--- src/rtl/out_writeback_if.sv ---
// Row-input and BRAM-write handshake bundle for out_writeback.
// The slave modport is the write-back unit; master is the upstream stage plus BRAM side.
interface out_writeback_if #(
   parameter int MAT_MUL_SIZE = 4,
   parameter int DWIDTH       = 8,
   parameter int AWIDTH       = 10
);
   logic                             in_data_available;
   logic [MAT_MUL_SIZE*DWIDTH-1:0]   inp_data;
   logic [MAT_MUL_SIZE-1:0]          validity_mask;
   logic                             in_ready;
   logic                             bram_grant;
   logic [AWIDTH-1:0]                bram_addr;
   logic [MAT_MUL_SIZE*DWIDTH-1:0]   bram_wdata;
   logic [MAT_MUL_SIZE-1:0]          bram_we;

   modport master (
      output in_data_available, inp_data, validity_mask, bram_grant,
      input  in_ready, bram_addr, bram_wdata, bram_we
   );

   modport slave (
      input  in_data_available, inp_data, validity_mask, bram_grant,
      output in_ready, bram_addr, bram_wdata, bram_we
   );
endinterface

--- src/rtl/out_writeback.sv ---
// FIFO-buffered write-back of result rows into BRAM port 0 with base/stride addressing.
// Optional OUT_WB_ELEMENT_MASK_EN: per-element write enables taken from the stored validity mask.
module out_writeback #(
   parameter int MAT_MUL_SIZE = 4,
   parameter int DWIDTH       = 8,
   parameter int AWIDTH       = 10,
   parameter int DEPTH        = 4,
   parameter int ROWW         = 8
)(
   input  logic              clk,
   input  logic              resetn,
   input  logic              start,
   input  logic [AWIDTH-1:0] base_addr,
   input  logic [AWIDTH-1:0] addr_stride,
   input  logic [ROWW-1:0]   num_rows,
   out_writeback_if.slave    bus,
   output logic              wb_active,
   output logic              done,
   output logic              overflow
);
   localparam int RW = MAT_MUL_SIZE * DWIDTH;
   localparam int PW = $clog2(DEPTH);
   localparam int CW = PW + 1;

   typedef enum logic [1:0] {S_IDLE, S_RUN, S_DONE} state_t;

   state_t                  state_q;
   logic [PW-1:0]           wr_ptr_q, rd_ptr_q;
   logic [CW-1:0]           count_q;
   logic [ROWW-1:0]         num_rows_q, pushed_q, rows_issued_q;
   logic [AWIDTH-1:0]       wr_addr_q, stride_q;
   logic [AWIDTH-1:0]       bram_addr_q;
   logic [RW-1:0]           bram_wdata_q;
   logic [MAT_MUL_SIZE-1:0] bram_we_q;
   logic                    wb_active_q, done_q, overflow_q;

   logic [RW-1:0]           data_mem [DEPTH];
   logic [RW-1:0]           head_data;
   logic [MAT_MUL_SIZE-1:0] head_we;
   logic                    in_ready, push, drop, pop, last_pop;

   // in_ready deliberately ignores a same-cycle pop so it depends only on registered state
   assign in_ready = (state_q == S_RUN) && (count_q < CW'(DEPTH));
   assign push     = in_ready && bus.in_data_available && (pushed_q < num_rows_q);
   assign drop     = (state_q == S_RUN) && bus.in_data_available && !push;
   assign pop      = (state_q == S_RUN) && (count_q != '0) && bus.bram_grant;
   assign last_pop = pop && ((rows_issued_q + ROWW'(1)) == num_rows_q);

   always_ff @(posedge clk) begin
      if (push) data_mem[wr_ptr_q] <= bus.inp_data;
   end

`ifdef OUT_WB_ELEMENT_MASK_EN
   logic [MAT_MUL_SIZE-1:0] mask_mem [DEPTH];

   always_ff @(posedge clk) begin
      if (push) mask_mem[wr_ptr_q] <= bus.validity_mask;
   end

   // Masked lanes are zeroed so stale data never appears on the write bus
   always_comb begin
      head_we   = mask_mem[rd_ptr_q];
      head_data = data_mem[rd_ptr_q];
      for (int e = 0; e < MAT_MUL_SIZE; e++) begin
         if (!head_we[e]) head_data[e*DWIDTH +: DWIDTH] = '0;
      end
   end
`else
   logic unused_mask;
   assign unused_mask = ^bus.validity_mask;

   always_comb begin
      head_we   = '1;
      head_data = data_mem[rd_ptr_q];
   end
`endif

   always_ff @(posedge clk or negedge resetn) begin
      if (!resetn) begin
         state_q       <= S_IDLE;
         wr_ptr_q      <= '0;
         rd_ptr_q      <= '0;
         count_q       <= '0;
         num_rows_q    <= '0;
         pushed_q      <= '0;
         rows_issued_q <= '0;
         wr_addr_q     <= '0;
         stride_q      <= '0;
         bram_addr_q   <= '0;
         bram_wdata_q  <= '0;
         bram_we_q     <= '0;
         wb_active_q   <= 1'b0;
         done_q        <= 1'b0;
         overflow_q    <= 1'b0;
      end else begin
         bram_we_q <= '0;
         done_q    <= 1'b0;
         if (drop) overflow_q <= 1'b1;
         case (state_q)
            S_IDLE: begin
               if (start) begin
                  num_rows_q    <= num_rows;
                  stride_q      <= addr_stride;
                  wr_addr_q     <= base_addr;
                  rows_issued_q <= '0;
                  pushed_q      <= '0;
                  wr_ptr_q      <= '0;
                  rd_ptr_q      <= '0;
                  count_q       <= '0;
                  wb_active_q   <= 1'b1;
                  if (num_rows == '0) begin
                     state_q <= S_DONE;
                     done_q  <= 1'b1;
                  end else begin
                     state_q <= S_RUN;
                  end
               end
            end
            S_RUN: begin
               if (push) begin
                  wr_ptr_q <= wr_ptr_q + PW'(1);
                  pushed_q <= pushed_q + ROWW'(1);
               end
               if (pop) begin
                  rd_ptr_q      <= rd_ptr_q + PW'(1);
                  bram_addr_q   <= wr_addr_q;
                  bram_wdata_q  <= head_data;
                  bram_we_q     <= head_we;
                  wr_addr_q     <= wr_addr_q + stride_q;
                  rows_issued_q <= rows_issued_q + ROWW'(1);
               end
               if (last_pop) begin
                  state_q <= S_DONE;
                  done_q  <= 1'b1;
               end
               count_q <= count_q + CW'(push) - CW'(pop);
            end
            S_DONE: begin
               state_q     <= S_IDLE;
               wb_active_q <= 1'b0;
            end
            default: state_q <= S_IDLE;
         endcase
      end
   end

   assign bus.in_ready   = in_ready;
   assign bus.bram_addr  = bram_addr_q;
   assign bus.bram_wdata = bram_wdata_q;
   assign bus.bram_we    = bram_we_q;
   assign wb_active      = wb_active_q;
   assign done           = done_q;
   assign overflow       = overflow_q;
endmodule

--- src/flat_wrapper.sv ---
// flat-port wrapper written by rule: the top's interface ports become plain ports
module out_writeback_flat 
#(
   parameter int MAT_MUL_SIZE = 4,
   parameter int DWIDTH       = 8,
   parameter int AWIDTH       = 10,
   parameter int DEPTH        = 4,
   parameter int ROWW         = 8
)
  (clk, resetn, start, base_addr, addr_stride, num_rows, wb_active, done, overflow, bus_in_data_available, bus_inp_data, bus_validity_mask, bus_bram_grant, bus_in_ready, bus_bram_addr, bus_bram_wdata, bus_bram_we);
  out_writeback_if #(.MAT_MUL_SIZE(MAT_MUL_SIZE), .DWIDTH(DWIDTH), .AWIDTH(AWIDTH)) bus_i ();
  input  logic clk;
  input  logic resetn;
  input  logic start;
  input  logic [AWIDTH-1:0] base_addr;
  input  logic [AWIDTH-1:0] addr_stride;
  input  logic [ROWW-1:0] num_rows;
  output logic wb_active;
  output logic done;
  output logic overflow;
  input wire logic [$bits(bus_i.in_data_available)-1:0] bus_in_data_available;
  input wire logic [$bits(bus_i.inp_data)-1:0] bus_inp_data;
  input wire logic [$bits(bus_i.validity_mask)-1:0] bus_validity_mask;
  input wire logic [$bits(bus_i.bram_grant)-1:0] bus_bram_grant;
  output wire logic [$bits(bus_i.in_ready)-1:0] bus_in_ready;
  output wire logic [$bits(bus_i.bram_addr)-1:0] bus_bram_addr;
  output wire logic [$bits(bus_i.bram_wdata)-1:0] bus_bram_wdata;
  output wire logic [$bits(bus_i.bram_we)-1:0] bus_bram_we;
  assign bus_i.in_data_available = bus_in_data_available;
  assign bus_i.inp_data = bus_inp_data;
  assign bus_i.validity_mask = bus_validity_mask;
  assign bus_i.bram_grant = bus_bram_grant;
  assign bus_in_ready = bus_i.in_ready;
  assign bus_bram_addr = bus_i.bram_addr;
  assign bus_bram_wdata = bus_i.bram_wdata;
  assign bus_bram_we = bus_i.bram_we;
  out_writeback #(.MAT_MUL_SIZE(MAT_MUL_SIZE), .DWIDTH(DWIDTH), .AWIDTH(AWIDTH), .DEPTH(DEPTH), .ROWW(ROWW)) u_core (.clk(clk), .resetn(resetn), .start(start), .base_addr(base_addr), .addr_stride(addr_stride), .num_rows(num_rows), .bus(bus_i), .wb_active(wb_active), .done(done), .overflow(overflow));
endmodule
--- config.mk ---
export PLATFORM = sky130hd
export DESIGN_NAME = out_writeback_flat
export DESIGN_NICKNAME = d
export VERILOG_FILES = /design/src/rtl/out_writeback_if.sv /design/src/rtl/out_writeback.sv /design/src/flat_wrapper.sv
export SDC_FILE = /design/constraint.sdc
export NUM_CORES = 1
export LEC_CHECK = 0
export ABC_AREA = 1
export BUFFER_PORTS_ARGS = -buffer_cell sky130_fd_sc_hd__buf_2
export CAP_MARGIN = 20
export CORE_ASPECT_RATIO = 0.6
export CORE_UTILIZATION = 50
export DETAILED_ROUTE_END_ITERATION = 10
export HOLD_SLACK_MARGIN = 0.02
export PLACE_DENSITY_LB_ADDON = 0.1
export SYNTH_ARGS = -nofsm -noshare
export SYNTH_HDL_FRONTEND = slang
export SYNTH_SLANG_ARGS = --single-unit
--- constraint.sdc ---
create_clock -name clk -period 4.6 [get_ports clk]
set_input_delay 0.23 -clock clk [delete_from_list [all_inputs] [get_ports clk]]
set_output_delay 0.23 -clock clk [all_outputs]
set_load 0.01 [all_outputs]
==> summary.txt <==
Outcome
  – Outcome: complete, no violations

STA
  – Tightest Pin Transition: 1.05 ns
  – Slew Limit Fails: 0
  – Final Worst Setup Slack: 1.65 ns
  – Setup violators final: 0
  – Max-slew headroom: 29.9%
  – WHS: 0.0445 ns
  – Final hold viol count: 0
  – Fmax: 0.339 GHz
  – Clock Skews: 0.0131 ns
  – Period utilization: 64.2%
  – RSZ-0062 raised after global routing: no
  – Tmin final: 2.95 ns
  – Total negative slack: 0 ns

Synthesis
  – Adder-Cell Fraction of Synth Area: 3.45%
  – Syn Area/Cell: 10.2 um2
  – Post-synthesis xor/xnor area fraction: 1.15%
  – Top cells by area, synth: edfxtp_1 (39%), dfrtp_1 (25%), nand2_1 (9.9%)
  – Most frequent cell after synthesis: nand2_1
  – Yosys warns: 0
  – Count of cell types in the netlist: 36
  – Commonest cells post-synth: nand2_1 (260), edfxtp_1 (128), nor2_1 (115), dfrtp_1 (99), o21ai_0 (84)
  – Syn_nets: 1,059
  – Largest family of logic cells by synthesized area: simple AND/OR/NAND/NOR gates
  – Post-synth EDFFs: 128
  – Multiplexer share of the synthesized area: 0%
  – Post-synthesis instance total: 964
  – Cell taking the most area after synthesis: edfxtp_1
  – Seq cells post-synth: 227
  – Synth Cell Area: 9860 um2
  – Ys flop type: edfxtp_1
  – Post-synthesis sequential area ratio: 64.1%
  – Post-synth top area share: 39.0%
  – Post-synthesis simple-gate area fraction: 18.2%
  – Async SR Flop Fraction: 43.6%
  – Compound-Gate Fraction of Synth Area: 8.62%

Placed design
  – Placed cell areas: 10,600 um2
  – Post-detail-place hpwl: 13,100 um
  – Buffers on Ports: 114
  – Place WS: 1.59 ns
  – Placed cells: 1,307
  – Placer Congestion: 0.868

Route
  – Avg Vias per Cell: 5.13
  – Final antenna-violating net count: 0
  – Via Count: 7,223
  – Initial DRC count: 477
  – # DRC: 0
  – DR pass1 iterations: 5
  – WL per Instance: 15.7 um
  – Total wire length: 22,100 um

Clocking
  – H-Tree Depth: 1
  – CTS sink count: 227
  – TritonCTS clock tree: done
  – Clock latency on the worst-skew pair: 0.50 ns
  – Cts repair resizes: 0
  – Clk root buf: clkbuf_16
  – Clk buf depth: 3
  – TritonCTS buffer count: 22
  – Clock transition at path regs: 0.07 ns

Layout
  – Antenna diodes: 0
  – Finished Layout Cells: 1,408
  – Area Overhead vs Synth: 21.9%
  – Share of post-route cells with drive strength above 1: 15.2%
  – Cell area after layout: 12,000 um2
  – Final core utilization: 62.6%
  – Filler Cell Count: 1,641
  – Count of nets after finishing: 1,221

Power
  – Int Power: 4.97 mW
  – Sequential power share: 38.1%
  – Comb power frac: 38.6%
  – Psw: 3.06 mW
  – Cell Pwr Density: 668 nW/um2
  – Clock power frac: 23.3%
  – Pwr Total: 8.03 mW
  – Switch share: 38.1%
  – Maximum vdd ir drop: 0.320 mV
  – LEAKAGE: 5.26 nW

Floorplan
  – Rows: 39
  – Initial Utilization: 51.4%
  – DIE AREA: 20,300 um2
  – Core region area: 19,200 um2
  – Top Ports: 119
  – Die Y: 111 um
  – Die W: 183 um

GRT
  – Total GRT Usage: 22.7%
  – Largest net degree at the start of global routing: 67
  – Gr ovfl total: 0
  – First-pass GRT wire length: 36,200 um
  – Number of global-route vias before repair: 6,907
  – Antenna violations before repair: 0

Worst setup path
  – Critical path capture point type: flip-flop
  – Crit Path Category: reg2reg
  – CP delay by family, top: simple AND/OR/NAND/NOR gates
  – Startpoint types: flip-flop
  – Max incr delay on CP: 0.96 ns
  – CP max FO: 32
  – Slowest stage cell, crit path: nor2_4
  – Cells along the critical path: ha_1, a21oi_1, nor2_1, a211oi_1, nand3_2, nor2_4
  – Critical Path RT: 4.72 ns
  – Worst Path Buf+Inv: 0
  – CP Data Arrival Time: 3.07 ns
  – R2R Setup Slk: 1.65 ns

Flow run
  – Max-cap violations: 0

Hold path
  – Hold crit path type: in2reg
==> sequential cells by signal, indices dropped and copies added, names as in the netlist, 3 cells and up <==
register,flops
u_core.data_mem,128
u_core.bus.bram_wdata,32
u_core.bus.bram_addr,10
u_core.stride_q,10
u_core.wr_addr_q,10
u_core.num_rows_q,8
u_core.pushed_q,8
u_core.rows_issued_q,8
u_core.count_q,3
==> power by group through the flow <==
stage          clock network, mW  registers, mW  logic, mW
6_report                    1.87           3.06       3.10
2_1_floorplan                  0           3.12       2.12
3_3_place_gp                   0           3.08       2.98
3_5_place_dp                   0           3.08       3.02
5_1_grt                     1.98           3.12       3.56
4_1_cts                     1.90           3.05       3.07
==> routing by layer <==
metal / global-route usage (%) / share of wire [%] / vias to the layer above
li1: - / - / 3574
met1: 36.3 / 52 / 3445
met2: 31.9 / 41 / 178
met3: 3.98 / 5.3 / 26
met4: 5.00 / 1.6 / 0
met5: 0 / 0 / -
==> cells in the final DEF (no fill, tap or decap), drive strengths merged <==
| cell type | Yosys | final |
|---|---|---|
| a211oi | 1 | 1 |
| a21oi | 18 | 18 |
| a22o | 1 | 1 |
| a31oi | 2 | 2 |
| buf | 22 | 123 |
| bufinv | 0 | 3 |
| clkbuf | 22 | 32 |
| clkinv | 0 | 5 |
| dfrtp | 99 | 99 |
| dlygate4sd3 | 0 | 59 |
| edfxtp | 128 | 128 |
| fa | 2 | 2 |
| ha | 24 | 24 |
| inv | 58 | 58 |
| nand2 | 262 | 262 |
| nand3 | 49 | 49 |
| nand4 | 7 | 7 |
| nor2 | 118 | 118 |
| nor3b | 2 | 2 |
| nor4 | 1 | 1 |
| o211ai | 2 | 2 |
| o21ai | 90 | 90 |
| o21bai | 2 | 2 |
| o22ai | 40 | 40 |
| or2 | 1 | 1 |
| xnor2 | 6 | 6 |
| xor2 | 7 | 7 |
==> path summary, 6_finish.rpt <==
kind	to	from	cells past startpoint
setup / recovery	u_core.data_mem[1][23]	u_core.pushed_q[5]	6
hold / removal	u_core.wr_addr_q[7]	base_addr[7]	3
setup reg to reg	u_core.data_mem[1][23]	u_core.pushed_q[5]	6
hold reg to reg	u_core.bus.bram_wdata[20]	u_core.bus.bram_wdata[20]	2
max in group asynchronous	u_core.rd_ptr_q[0]	resetn	3
min in group asynchronous	u_core.rows_issued_q[7]	resetn	2
==> timing repair <==
item | 4_1_cts | 5_1_grt
hold buffers | 59 | 0
hold endpoints to repair | 218 | 0
setup buffers | 0 | 0
==> cells by family (layout without fill, tap and decap cells) <==
group,Yosys count,in the layout
buffers and inverters,102,280
and+or+nand+nor,440,440
DFF,227,227
AOI/OAI and AO/OA,156,156
xor gates and xnor gates,13,13
adders and majority gates,26,26
==> worst min-delay path: stages <==
cell	delay, ns
buf_2	0.07
o21ai_0	0.07
o22ai_1	0.12
==> final cells by class <==
type,count,area [um2],area share (%)
sequential,227,6320,52.6
multi-input combinational,635,3130,26.0
timing repair buffer,182,1260,10.5
clock buffer,32,629,5.24
tap,266,333,2.77
inverter,58,223,1.85
clock inverter,8,116,0.969
Note: power is estimated with default switching activity, not from simulation.
